## config.mk

```make
export PLATFORM = sky130hd
export DESIGN_NAME = peripheral_lvds_rx
export DESIGN_NICKNAME = d
export VERILOG_FILES = /design/src/rtl/peripheral_lvds_rx_pkg.sv /design/src/rtl/lvds_rx_deser.sv /design/src/rtl/peripheral_lvds_rx.sv
export SDC_FILE = /design/constraint.sdc
export NUM_CORES = 1
export LEC_CHECK = 0
export BUFFER_PORTS_ARGS = -buffer_cell sky130_fd_sc_hd__clkbuf_2
export CAP_MARGIN = 30
export CORE_MARGIN = 2
export CORE_UTILIZATION = 61
export CTS_CLUSTER_DIAMETER = 100
export DETAILED_ROUTE_END_ITERATION = 8
export GPL_ROUTABILITY_DRIVEN = 0
export PLACE_DENSITY = 0.83
export RECOVER_POWER = 100
export SKIP_CTS_REPAIR_TIMING = 1
export SLEW_MARGIN = 20
export SYNTH_ARGS = -nofsm -noshare
export SYNTH_HDL_FRONTEND = slang
export SYNTH_HIERARCHICAL = 1
export SYNTH_SLANG_ARGS = --single-unit
```

## constraint.sdc

```tcl
create_clock -name clk -period 2.5 [get_ports clk]
set_input_delay 0.375 -clock clk [delete_from_list [all_inputs] [get_ports clk]]
set_output_delay 0.375 -clock clk [all_outputs]
set_load 0.1 [all_outputs]
```

## src/rtl/peripheral_lvds_rx_pkg.sv

```systemverilog
// Shared constants and types for the LVDS receive peripheral.
package peripheral_lvds_rx_pkg;

    localparam int WORD_BITS = 7;

    localparam logic [3:0] ADDR_STATUS = 4'h0;
    localparam logic [3:0] ADDR_DATA1  = 4'h2;
    localparam logic [3:0] ADDR_DATA2  = 4'h4;
    localparam logic [3:0] ADDR_DATA3  = 4'h6;
    localparam logic [3:0] ADDR_CTRL   = 4'h8;

    localparam logic [WORD_BITS-1:0] CLK_PATTERN = 7'b1111000;

    typedef enum logic [1:0] {
        ST_IDLE  = 2'd0,
        ST_SHIFT = 2'd1,
        ST_CHECK = 2'd2
    } rx_state_e;

    typedef struct packed {
        logic [WORD_BITS-1:0] ch1;
        logic [WORD_BITS-1:0] ch2;
        logic [WORD_BITS-1:0] ch3;
    } frame_t;

endpackage

```

## src/rtl/lvds_rx_deser.sv

```systemverilog
// Deserialiser: synchronises the serial inputs, aligns on the frame-clock rising
// edge, shifts one word per channel and validates the forwarded clock pattern.
module lvds_rx_deser
    import peripheral_lvds_rx_pkg::*;
#(
    parameter int BIT_DIV   = 8,
    parameter int WORD_BITS = peripheral_lvds_rx_pkg::WORD_BITS
) (
    input  logic   clk,
    input  logic   rst,
    input  logic   enable,
    input  logic   channel1_i,
    input  logic   channel2_i,
    input  logic   channel3_i,
    input  logic   clock_i,
    output frame_t frame,
    output logic   commit,
    output logic   err
);

    localparam int PH_W   = $clog2(BIT_DIV);
    localparam int CNT_W  = $clog2(WORD_BITS);
    localparam int CH_CLK = 3;
    localparam logic [PH_W-1:0]  PH_SAMPLE = PH_W'(BIT_DIV / 2 - 1);
    localparam logic [PH_W-1:0]  PH_LAST   = PH_W'(BIT_DIV - 1);
    localparam logic [CNT_W-1:0] BIT_LAST  = CNT_W'(WORD_BITS - 1);

    logic [3:0]                 sync1_q, sync1_d, sync2_q, sync2_d;
    logic                       clk_prev_q, clk_prev_d;
    logic                       frame_start;
    rx_state_e                  state_q, state_d;
    logic [PH_W-1:0]            phase_q, phase_d;
    logic [CNT_W-1:0]           bit_cnt_q, bit_cnt_d;
    logic [3:0][WORD_BITS-1:0]  sh_q, sh_d;
    logic                       commit_q, commit_d, err_q, err_d;

    // NOTE: every signal gets a default before the case so no path can infer a latch.
    always_comb begin
        sync1_d     = {clock_i, channel3_i, channel2_i, channel1_i};
        sync2_d     = sync1_q;
        clk_prev_d  = sync2_q[CH_CLK];
        frame_start = sync2_q[CH_CLK] & ~clk_prev_q;
        state_d     = state_q;
        phase_d     = phase_q;
        bit_cnt_d   = bit_cnt_q;
        sh_d        = sh_q;
        commit_d    = 1'b0;
        err_d       = 1'b0;

        case (state_q)
            ST_IDLE: begin
                if (enable && frame_start) begin
                    state_d   = ST_SHIFT;
                    phase_d   = '0;
                    bit_cnt_d = '0;
                end
            end
            ST_SHIFT: begin
                if (!enable) begin
                    state_d = ST_IDLE;
                end else begin
                    if (phase_q == PH_SAMPLE) begin
                        for (int i = 0; i < 4; i++) begin
                            sh_d[i] = {sh_q[i][WORD_BITS-2:0], sync2_q[i]};
                        end
                    end
                    if (phase_q == PH_LAST) begin
                        phase_d = '0;
                        if (bit_cnt_q == BIT_LAST) begin
                            // The last sample is already in sh_q, so the verdict is
                            // registered here and presented during the CHECK cycle.
                            state_d  = ST_CHECK;
                            commit_d = (sh_q[CH_CLK] == CLK_PATTERN);
                            err_d    = (sh_q[CH_CLK] != CLK_PATTERN);
                        end else begin
                            bit_cnt_d = bit_cnt_q + 1'b1;
                        end
                    end else begin
                        phase_d = phase_q + 1'b1;
                    end
                end
            end
            ST_CHECK: state_d = ST_IDLE;
            default:  state_d = ST_IDLE;
        endcase
    end

    // NOTE: state uses non-blocking assignments so every flop samples pre-edge values.
    always_ff @(posedge clk) begin
        if (rst) begin
            sync1_q    <= '0;
            sync2_q    <= '0;
            clk_prev_q <= 1'b0;
            state_q    <= ST_IDLE;
            phase_q    <= '0;
            bit_cnt_q  <= '0;
            sh_q       <= '0;
            commit_q   <= 1'b0;
            err_q      <= 1'b0;
        end else begin
            sync1_q    <= sync1_d;
            sync2_q    <= sync2_d;
            clk_prev_q <= clk_prev_d;
            state_q    <= state_d;
            phase_q    <= phase_d;
            bit_cnt_q  <= bit_cnt_d;
            sh_q       <= sh_d;
            commit_q   <= commit_d;
            err_q      <= err_d;
        end
    end

    assign frame  = '{ch1: sh_q[0], ch2: sh_q[1], ch3: sh_q[2]};
    assign commit = commit_q;
    assign err    = err_q;

endmodule

```

## src/rtl/peripheral_lvds_rx.sv

```systemverilog
// LVDS receive peripheral on the 16-bit I/O bus: frame registers, status flags, control.
// Optional interrupt output enabled by defining LVDS_RX_IRQ_EN.
module peripheral_lvds_rx
    import peripheral_lvds_rx_pkg::*;
#(
    parameter int BIT_DIV   = 8,
    parameter int WORD_BITS = peripheral_lvds_rx_pkg::WORD_BITS
) (
    input  logic        clk,
    input  logic        rst,
    input  logic [15:0] d_in,
    input  logic        cs,
    input  logic [3:0]  addr,
    input  logic        rd,
    input  logic        wr,
    output logic [15:0] d_out,
    input  logic        channel1_i,
    input  logic        channel2_i,
    input  logic        channel3_i,
    input  logic        clock_i
`ifdef LVDS_RX_IRQ_EN
    ,
    output logic        irq
`endif
);

    frame_t frame, data_q, data_d;
    logic   commit, err;
    logic   valid_q, valid_d, overrun_q, overrun_d, frame_err_q, frame_err_d;
    logic   enable_q, enable_d;
    logic   wr_en, rd_en;
    logic   unused_bits;
`ifdef LVDS_RX_IRQ_EN
    logic   irq_en_q, irq_en_d, irq_q, irq_d;
`endif

    lvds_rx_deser #(
        .BIT_DIV   (BIT_DIV),
        .WORD_BITS (WORD_BITS)
    ) u_deser (
        .clk        (clk),
        .rst        (rst),
        .enable     (enable_q),
        .channel1_i (channel1_i),
        .channel2_i (channel2_i),
        .channel3_i (channel3_i),
        .clock_i    (clock_i),
        .frame      (frame),
        .commit     (commit),
        .err        (err)
    );

    assign wr_en       = cs & wr;
    assign rd_en       = cs & rd;
    assign unused_bits = ^d_in[15:3];

    // Clears are applied first so a same-cycle commit or error overrides them.
    always_comb begin
        data_d      = data_q;
        valid_d     = valid_q;
        overrun_d   = overrun_q;
        frame_err_d = frame_err_q;
        enable_d    = enable_q;
        if (wr_en && addr == ADDR_STATUS) begin
            if (d_in[1]) overrun_d   = 1'b0;
            if (d_in[2]) frame_err_d = 1'b0;
        end
        if (wr_en && addr == ADDR_CTRL) enable_d = d_in[0];
        if (rd_en && addr == ADDR_DATA3) valid_d = 1'b0;
        if (commit) begin
            data_d  = frame;
            valid_d = 1'b1;
            if (valid_q) overrun_d = 1'b1;
        end
        if (err) frame_err_d = 1'b1;
    end

`ifdef LVDS_RX_IRQ_EN
    always_comb begin
        irq_en_d = irq_en_q;
        if (wr_en && addr == ADDR_CTRL) irq_en_d = d_in[1];
        irq_d = irq_en_q & (valid_q | overrun_q | frame_err_q);
    end
`endif

    always_comb begin
        d_out = 16'h0000;
        if (rd_en) begin
            case (addr)
                ADDR_STATUS: d_out = {13'b0, frame_err_q, overrun_q, valid_q};
                ADDR_DATA1:  d_out = {9'b0, data_q.ch1};
                ADDR_DATA2:  d_out = {9'b0, data_q.ch2};
                ADDR_DATA3:  d_out = {9'b0, data_q.ch3};
`ifdef LVDS_RX_IRQ_EN
                ADDR_CTRL:   d_out = {14'b0, irq_en_q, enable_q};
`else
                ADDR_CTRL:   d_out = {15'b0, enable_q};
`endif
                default:     d_out = 16'h0000;
            endcase
        end
    end

    always_ff @(posedge clk) begin
        if (rst) begin
            data_q      <= '0;
            valid_q     <= 1'b0;
            overrun_q   <= 1'b0;
            frame_err_q <= 1'b0;
            enable_q    <= 1'b0;
        end else begin
            data_q      <= data_d;
            valid_q     <= valid_d;
            overrun_q   <= overrun_d;
            frame_err_q <= frame_err_d;
            enable_q    <= enable_d;
        end
    end

`ifdef LVDS_RX_IRQ_EN
    always_ff @(posedge clk) begin
        if (rst) begin
            irq_en_q <= 1'b0;
            irq_q    <= 1'b0;
        end else begin
            irq_en_q <= irq_en_d;
            irq_q    <= irq_d;
        end
    end

    assign irq = irq_q;
`endif

endmodule

```

======== After elaboration in Yosys (flattened, before gate mapping) ========
Index checks and enable logic that the tools add are counted.
Widths: inputs -> output; s select.
cells by class
  $add $sub $neg .......................... 2
  equality and inequality tests ........... 16
  multiplexer cells ....................... 24
  bitwise gates (word level) .............. 8
  reduce and logical (&&, ||, !) cells .... 16
operator list
  kind                 count
  $pmux 7 s5           1
  $mux 3               6
  $pmux 3 s2           2
  $mux 1               9
  $reduce_and 3->1     3
  $eq 4x3->1 const B   2
  $mux 2               4
  $reduce_bool 2->1    4
  $eq 7x7->1 const B   1
  $mux 7               1
  $ne 7x7->1 const B   1
  $add 3x1->3 const B  2
  $eq 3x3->1 const B   2
  $ne 3x2->1 const B   2
  $not 1->1            5
  $reduce_and 5->1     1
  $reduce_or 5->1      1
  $eq 4x2->1 const B   1
  $eq 4x4->1 const B   1
  $logic_and 1x1->1    4
  $logic_not 4->1      1
  $ne 2x1->1 const B   2
  $ne 2x2->1 const B   2
  $pmux 2 s2           1
  other kinds (5)      7
storage, ports and cells
  register bits after elaboration ......... 72
  bits of input ports ..................... 29
  output and inout bits ................... 16

======== Logic depth before layout (Yosys ltp) ========
Gate-level depths: netlist of run 1.
  depth in word-level cells ............... 5
  mapped depth ............................ 7
  gate-level depth less buffers ........... 6

======== Cells and area by module ========
Netlist of run 1, hierarchy kept.
modules (own cells, without submodules)
  module              times used  cells each  area an instance (um2)
  lvds_rx_deser       1           218         1891.8
  peripheral_lvds_rx  1           141         1288.7

======== Least setup slack after synthesis of run 1 ========
No wires, ideal clock.
  kind .................................... input to output
  start point ............................. in addr[1]
  end point ............................... out d_out[3]
  data arrival time ....................... 3934 ps
  data required time ...................... 2125 ps
  slack ................................... -1809 ps
  cell stages on the path ................. 5
  path buffers ............................ 2
  cell sequence ........................... buf_6 > o21ai_1 > or3b_1 > buf_2 > nor4_1
between the ends
  cells in the longest elaborated chain, start to end .. 3
  elaborated cells on any way between the ends .. 7
RTL lines
  element                             RTL line                  source
  start: declaration                  peripheral_lvds_rx.sv:13  input logic [3:0] addr,
  $eq 4x4->1 (tied with other cells)  peripheral_lvds_rx.sv:89  case (addr)
  $pmux 7 s5 *                        peripheral_lvds_rx.sv:89
  $mux 7 *                            peripheral_lvds_rx.sv:88  if (rd_en) begin
  end: declaration                    peripheral_lvds_rx.sv:16  output logic [15:0] d_out,
Mark *: on every way between the ends. The rest lies on a longest branch, timed or not.

======== Worst setup path after layout of run 1 ========
  start point ............................. reg valid_q
  end point ............................... out d_out[0]
between the ends
  cells in the longest elaborated chain, start to end .. 2
RTL lines
  element                   RTL line                   source
  start: declaration        peripheral_lvds_rx.sv:29   logic valid_q, valid_d, overrun_q, overrun_d, frame_err_q, frame_err_d;
  start signal: assignment  peripheral_lvds_rx.sv:113  valid_q <= valid_d;
  $pmux 7 s5                peripheral_lvds_rx.sv:89
  $mux 7                    peripheral_lvds_rx.sv:88
Every way passes these cells.

==> flow_metrics.py, run 1 <==
metrics = {
    "synth": {
        "synthesis.area_mm2": 0.00318,
        "synth_seq_area_share": 0.453,
        "yosysTopAreaCellShare": 0.453,
        "synth_area_leaders": "dfxtp_1 (45%), nand2_1 (7.7%), buf_4 (7.3%)",
        "ys_seq_elements": 72,
        "ys_types": 43,
        "yosys_warnings": 6,
        "syn_inst": 359,
        "syn-mean-instance-area_um2": 8.86,
        "yosys.area.top_type": "dfxtp_1",
    },
    "finish": {
        "instances_no_fill": 430,
        "ff_latch_area_mm2": 0.00144,
        "syn_to_final_growth_pct": 7.40,
        "drive_above_1_share": 0.150,
        "layout.nets": 390,
        "multi_input_area_mm2": 0.00143,
        "stdcell_area_mm2": 0.00342,
        "final_cell_mix": "dfxtp_1 (72), nand2_1 (65), a21oi_1 (42)",
        "utilization": 0.673,
        "layout_commonest_cell": "dfxtp_1",
        "nFillCells": 411,
        "diodes": 0,
    },
    "worst_setup_path": {
        "r2r-start": "u_deser/phase_q[0]",
        "end_kind": "output pin",
        "path_class": "flop to output pin",
        "crit_fanout": 4,
        "rr_endpoint": "u_deser/frame[3]",
        "reg2reg_depth": 5,
        "crit_required_ns": 2.12,
        "cp.arrival_ns": 1.82,
        "worstSetupStartpointType": "flop",
        "rrSetupSlack_ns": 0.69,
    },
    "min_path": {
        "holdPathEnd": "frame_err_q",
        "hold_path.class": "input pin to flop",
        "hold_path_startpoint": "d_in[2]",
        "hold_depth": 2,
    },
    "cts": {
        "htreeDepth": 3,
        "cts_root_buf": "clkbuf_8",
        "clk_pin_slew_ns": 0.08,
        "worstSkewPairLatency_ns": 0.34,
        "cts_sinks": 72,
        "numCtsBuffers": 9,
        "cts_tree": "built",
        "clockBufferDepth": 2,
    },
    "timing": {
        "timing.slew.headroom": 0.0272,
        "skew_ns": 0.00855,
        "setup_viol": 0,
        "max_freq_mhz": 455,
        "hold_violations": 0,
        "finalCritPeriodShare": 0.880,
        "hold_slack_ns": 0.229,
        "rsz0062_at_grt": "false",
        "maxSlewViolCount": 0,
        "setup_slack_ns": 0.300,
        "fin_crit_ns": 2.20,
        "tns_ns": 0,
        "worst_slew_pin_slew_ns": 1.46,
    },
    "pwr": {
        "power_density_mw_per_mm2": 725,
        "power.leakage_nw": 1.25,
        "ir_worst_vdd_uv": 460,
        "p_total_mw": 2.48,
    },
    "place": {
        "dpl.hpwl_um": 3690,
        "numPortBuffers": 22,
        "dpl_cell_area_mm2": 0.00323,
        "dp_slack_ns": 0.457,
        "placed_cells_incl_taps": 414,
    },
    "global_route": {
        "grt_antenna_before_repair": 0,
        "grt_pass1_wl_um": 9530,
        "grt_max_degree": 35,
        "grt_pass1_vias": 2092,
        "grt_usage": 0.205,
        "grt_overflow": 0,
    },
    "floorplan": {
        "die_w_um": 76.2,
        "dieHeight_um": 76.2,
        "start_util": 0.627,
        "ioPinCount": 45,
        "die_area_mm2": 0.00581,
        "rows": 26,
        "fp.coreArea_mm2": 0.00507,
    },
    "run": {
        "cap_violations": 0,
    },
    "routing": {
        "antenna_left": 0,
        "drtIter0Drc": 81,
        "firstDrtPassIters": 5,
        "wl_um": 5780,
        "drcViolationCount": 0,
        "wire_per_inst_um": 13.4,
        "num_vias": 2293,
        "vias_per_cell": 5.33,
    },
    "status": {
        "status": "complete, no violations",
    },
}
==> power by group <==
part / switching [mW] / total, mW / internal, mW
Sequential: 0.00192 / 1.15 / 1.15
Combinational: 0.0971 / 0.119 / 0.0216
Clock: 0.415 / 1.20 / 0.788
==> per-layer routing <==
layer | GRT usage | up-vias | wire length, um
li1 | - | 1165 | -
met1 | 0.261 | 1071 | 2670
met2 | 0.327 | 51 | 2800
met3 | 0.0664 | 6 | 266
met4 | 0.0745 | 0 | 50
met5 | 0 | - | 0
==> state kept, by name (all words and copies together) (netlist names) <==
signal	flops
u_deser/sh_q	7
u_deser/err	1
overrun_q	1
enable_q	1
u_deser/commit	1
u_deser/frame	21
data_q	21
u_deser/clk_prev_q	1
u_deser/sync1_q	4
u_deser/bit_cnt_q	3
valid_q	1
u_deser/state_q	2
frame_err_q	1
u_deser/sync2_q	4
u_deser/phase_q	3
==> synth_stat cells <==
| cell type | n |
|---|---|
| nor2_1 | 30 |
| nand2b_1 | 1 |
| o21ai_4 | 1 |
| and2_1 | 1 |
| buf_4 | 31 |
| a31o_2 | 1 |
| a311oi_1 | 2 |
| nand2_1 | 65 |
| nand3_2 | 1 |
| ha_1 | 6 |
| o21ai_0 | 6 |
| and2b_2 | 1 |
| or4b_1 | 1 |
| clkbuf_1 | 13 |
| mux2_2 | 6 |
| nor3_1 | 1 |
| conb_1 | 1 |
| o21ai_1 | 1 |
| and3b_1 | 7 |
| or4_1 | 3 |
| mux2i_1 | 22 |
| and4bb_2 | 1 |
| a32oi_1 | 3 |
| buf_6 | 4 |
| nor4b_1 | 1 |
| nor2b_1 | 11 |
| dfxtp_1 | 72 |
| and3_1 | 2 |
| buf_2 | 3 |
| a41o_1 | 1 |
| a21oi_1 | 42 |
| nand4b_1 | 1 |
| nor3b_1 | 1 |
| and4b_1 | 1 |
| a211oi_1 | 1 |
| nor4_1 | 1 |
| nand4_1 | 4 |
| or3b_1 | 1 |
| and2b_4 | 1 |
| a21boi_0 | 1 |
| inv_1 | 4 |
| or3_1 | 1 |
| nand3_1 | 1 |
==> logic make-up after synthesis <==
logic type               synth area share
AND/OR/NAND/NOR                     0.213
multiplexers                       0.0905
other                             0.00118
buffers and inverters               0.112
adder cells (fa/ha/maj)            0.0236
flip-flops                          0.453
AO/OA/AOI/OAI                       0.107
==> layout make-up <==
class / instances / area share
Sequential cell: 72 / 0.422
Multi-Input combinational cell: 240 / 0.418
Timing Repair Buffer: 28 / 0.0516
Clock buffer: 10 / 0.0403
Clock inverter: 6 / 0.0381
Tap cell: 70 / 0.0256
Inverter: 4 / 0.00440
==> critical path, stage by stage (launching register included) <==
cell,delay (ns)
dfxtp_1,0.39
mux2i_1,0.08
or4_1,0.40
a21oi_1,0.15
clkbuf_2,0.48
==> worst max-delay path by stage <==
stage	slack, ns	startpoint	depth (start not counted)	to
6_report	0.30	valid_q	4	d_out[0]
5_1_grt	0.21	addr[2]	5	d_out[5]
4_1_cts	0.45	valid_q	4	d_out[0]
3_5_place_dp	0.46	addr[2]	5	d_out[3]
3_3_place_gp	0.47	addr[2]	5	d_out[3]
2_1_floorplan	-0.43	addr[1]	5	d_out[0]
No activity file was read; power rests on OpenSTA's default activity.
==> run 2: changes to the inputs <==
==> constraint.sdc (replaced) <==
create_clock -name clk -period 2.5 [get_ports clk]
set_input_delay 0.375 -clock clk [delete_from_list [all_inputs] [get_ports clk]]
set_output_delay 0.375 -clock clk [all_outputs]
set_load 0.02 [all_outputs]
==> flow_metrics.py, run 2 (synthesis results as in run 1) <==
metrics = {
    "timing": {
        "timing.slew.headroom": 0.261,
        "hold_violations": 0,
        "setup_viol": 0,
        "max_freq_mhz": 451,
        "worst_slew_pin_slew_ns": 1.11,
        "finalCritPeriodShare": 0.887,
        "tns_ns": 0,
        "fin_crit_ns": 2.22,
        "maxSlewViolCount": 0,
        "skew_ns": 0.00870,
        "rsz0062_at_grt": "false",
    },
    "pwr": {
        "comb_power_share": 0.030,
        "pwr-share-seq": 0.520,
        "power.leakage_nw": 1.20,
        "ir_worst_vdd_uv": 587,
        "power_density_mw_per_mm2": 673,
        "p_sw_mw": 0.463,
        "intPower_mw": 1.76,
        "switching_share": 0.209,
        "clock_power_share": 0.450,
    },
    "cts": {
        "cts_root_buf": "clkbuf_8",
        "cts_sinks": 72,
        "cts_tree": "built",
        "htreeDepth": 3,
        "worstSkewPairLatency_ns": 0.33,
        "numCtsBuffers": 9,
        "clockBufferDepth": 2,
        "clk_pin_slew_ns": 0.08,
    },
    "global_route": {
        "grt_antenna_before_repair": 0,
        "grt_pass1_vias": 2010,
        "grt_max_degree": 53,
        "grt_pass1_wl_um": 9090,
        "grt_usage": 0.194,
        "grt_overflow": 0,
    },
    "finish": {
        "layout.nets": 387,
        "utilization": 0.650,
        "ff_latch_area_mm2": 0.00144,
        "drive_above_1_share": 0.132,
        "instances_no_fill": 427,
        "final_cell_mix": "dfxtp_1 (72), nand2_1 (65), a21oi_1 (42)",
        "syn_to_final_growth_pct": 3.66,
        "layout_commonest_cell": "dfxtp_1",
        "multi_input_area_mm2": 0.00141,
        "nFillCells": 448,
        "diodes": 0,
    },
    "floorplan": {
        "start_util": 0.627,
        "die_w_um": 76.2,
        "ioPinCount": 45,
        "fp.coreArea_mm2": 0.00507,
        "die_area_mm2": 0.00581,
        "rows": 26,
        "dieHeight_um": 76.2,
    },
    "worst_setup_path": {
        "crit_fanout": 18,
        "end_kind": "output pin",
        "worstSetupStartpointType": "input pin",
        "crit_required_ns": 2.12,
        "cp.arrival_ns": 1.84,
        "path_class": "input pin to output pin",
    },
    "place": {
        "dpl.hpwl_um": 3570,
        "numPortBuffers": 22,
        "placed_cells_incl_taps": 411,
    },
    "routing": {
        "num_vias": 2296,
        "vias_per_cell": 5.38,
        "drtIter0Drc": 150,
        "wire_per_inst_um": 12.7,
        "drcViolationCount": 0,
        "antenna_left": 0,
        "firstDrtPassIters": 4,
        "wl_um": 5430,
    },
    "run": {
        "cap_violations": 0,
    },
    "min_path": {
        "hold_path.class": "input pin to flop",
    },
    "status": {
        "status": "complete, no violations",
    },
}
run 2: layer usage:
metal	routed length [um]	track usage	part of all wire	up-vias
met1	2500	0.237	0.46	1058
li1	-	-	-	1166
met3	293	0.0687	0.054	6
met2	2590	0.320	0.48	66
met4	49	0.0636	0.0090	0
met5	0	0	0	-
run 2: critical path, stage by stage:
cell and delay (ns):
clkbuf_1 0.29, o21ai_0 0.23, or3b_1 0.46, nor4_1 0.27
clkbuf_2 0.21
run 2: final timing paths:
kind	slack [ns]	endpoint	cells past startpoint	from
min	0.23	overrun_q	2	d_in[1]
max reg2reg	0.39	u_deser/frame[9]	5	u_deser/phase_q[0]
min reg2reg	0.43	u_deser/frame[14]	2	u_deser/sync2_q[0]
max	0.28	d_out[3]	5	addr[2]
run 2: per-stage QoR:
stage	worst slack (ns)	hold WS [ns]	power, mW	instance area, um^2
detailed placement	0.401	0.426	1.25	3100
global route	0.153	0.213	2.29	3300
global placement	0.458	0.421	1.25	3100
floorplan	0.366	0.414	1.24	3210
finish	0.283	0.230	2.22	3300
CTS	0.423	0.212	2.25	3320
run 2: cell type report:
class / instances / area share
clock buffer: 10 / 0.0417
clock inverter: 6 / 0.0250
inverter: 4 / 0.00455
multi-input combinational: 240 / 0.427
sequential: 72 / 0.437
tap: 70 / 0.0266
timing repair buffer: 25 / 0.0380
run 2: power groups by stage:
stage          clock [mW]  combinational, mW  sequential (mW)
2_1_floorplan           0             0.0621             1.18
3_3_place_gp            0             0.0687             1.18
3_5_place_dp            0             0.0698             1.18
4_1_cts              1.02             0.0699             1.15
5_1_grt              1.07             0.0733             1.15
6_report            0.997             0.0662             1.15
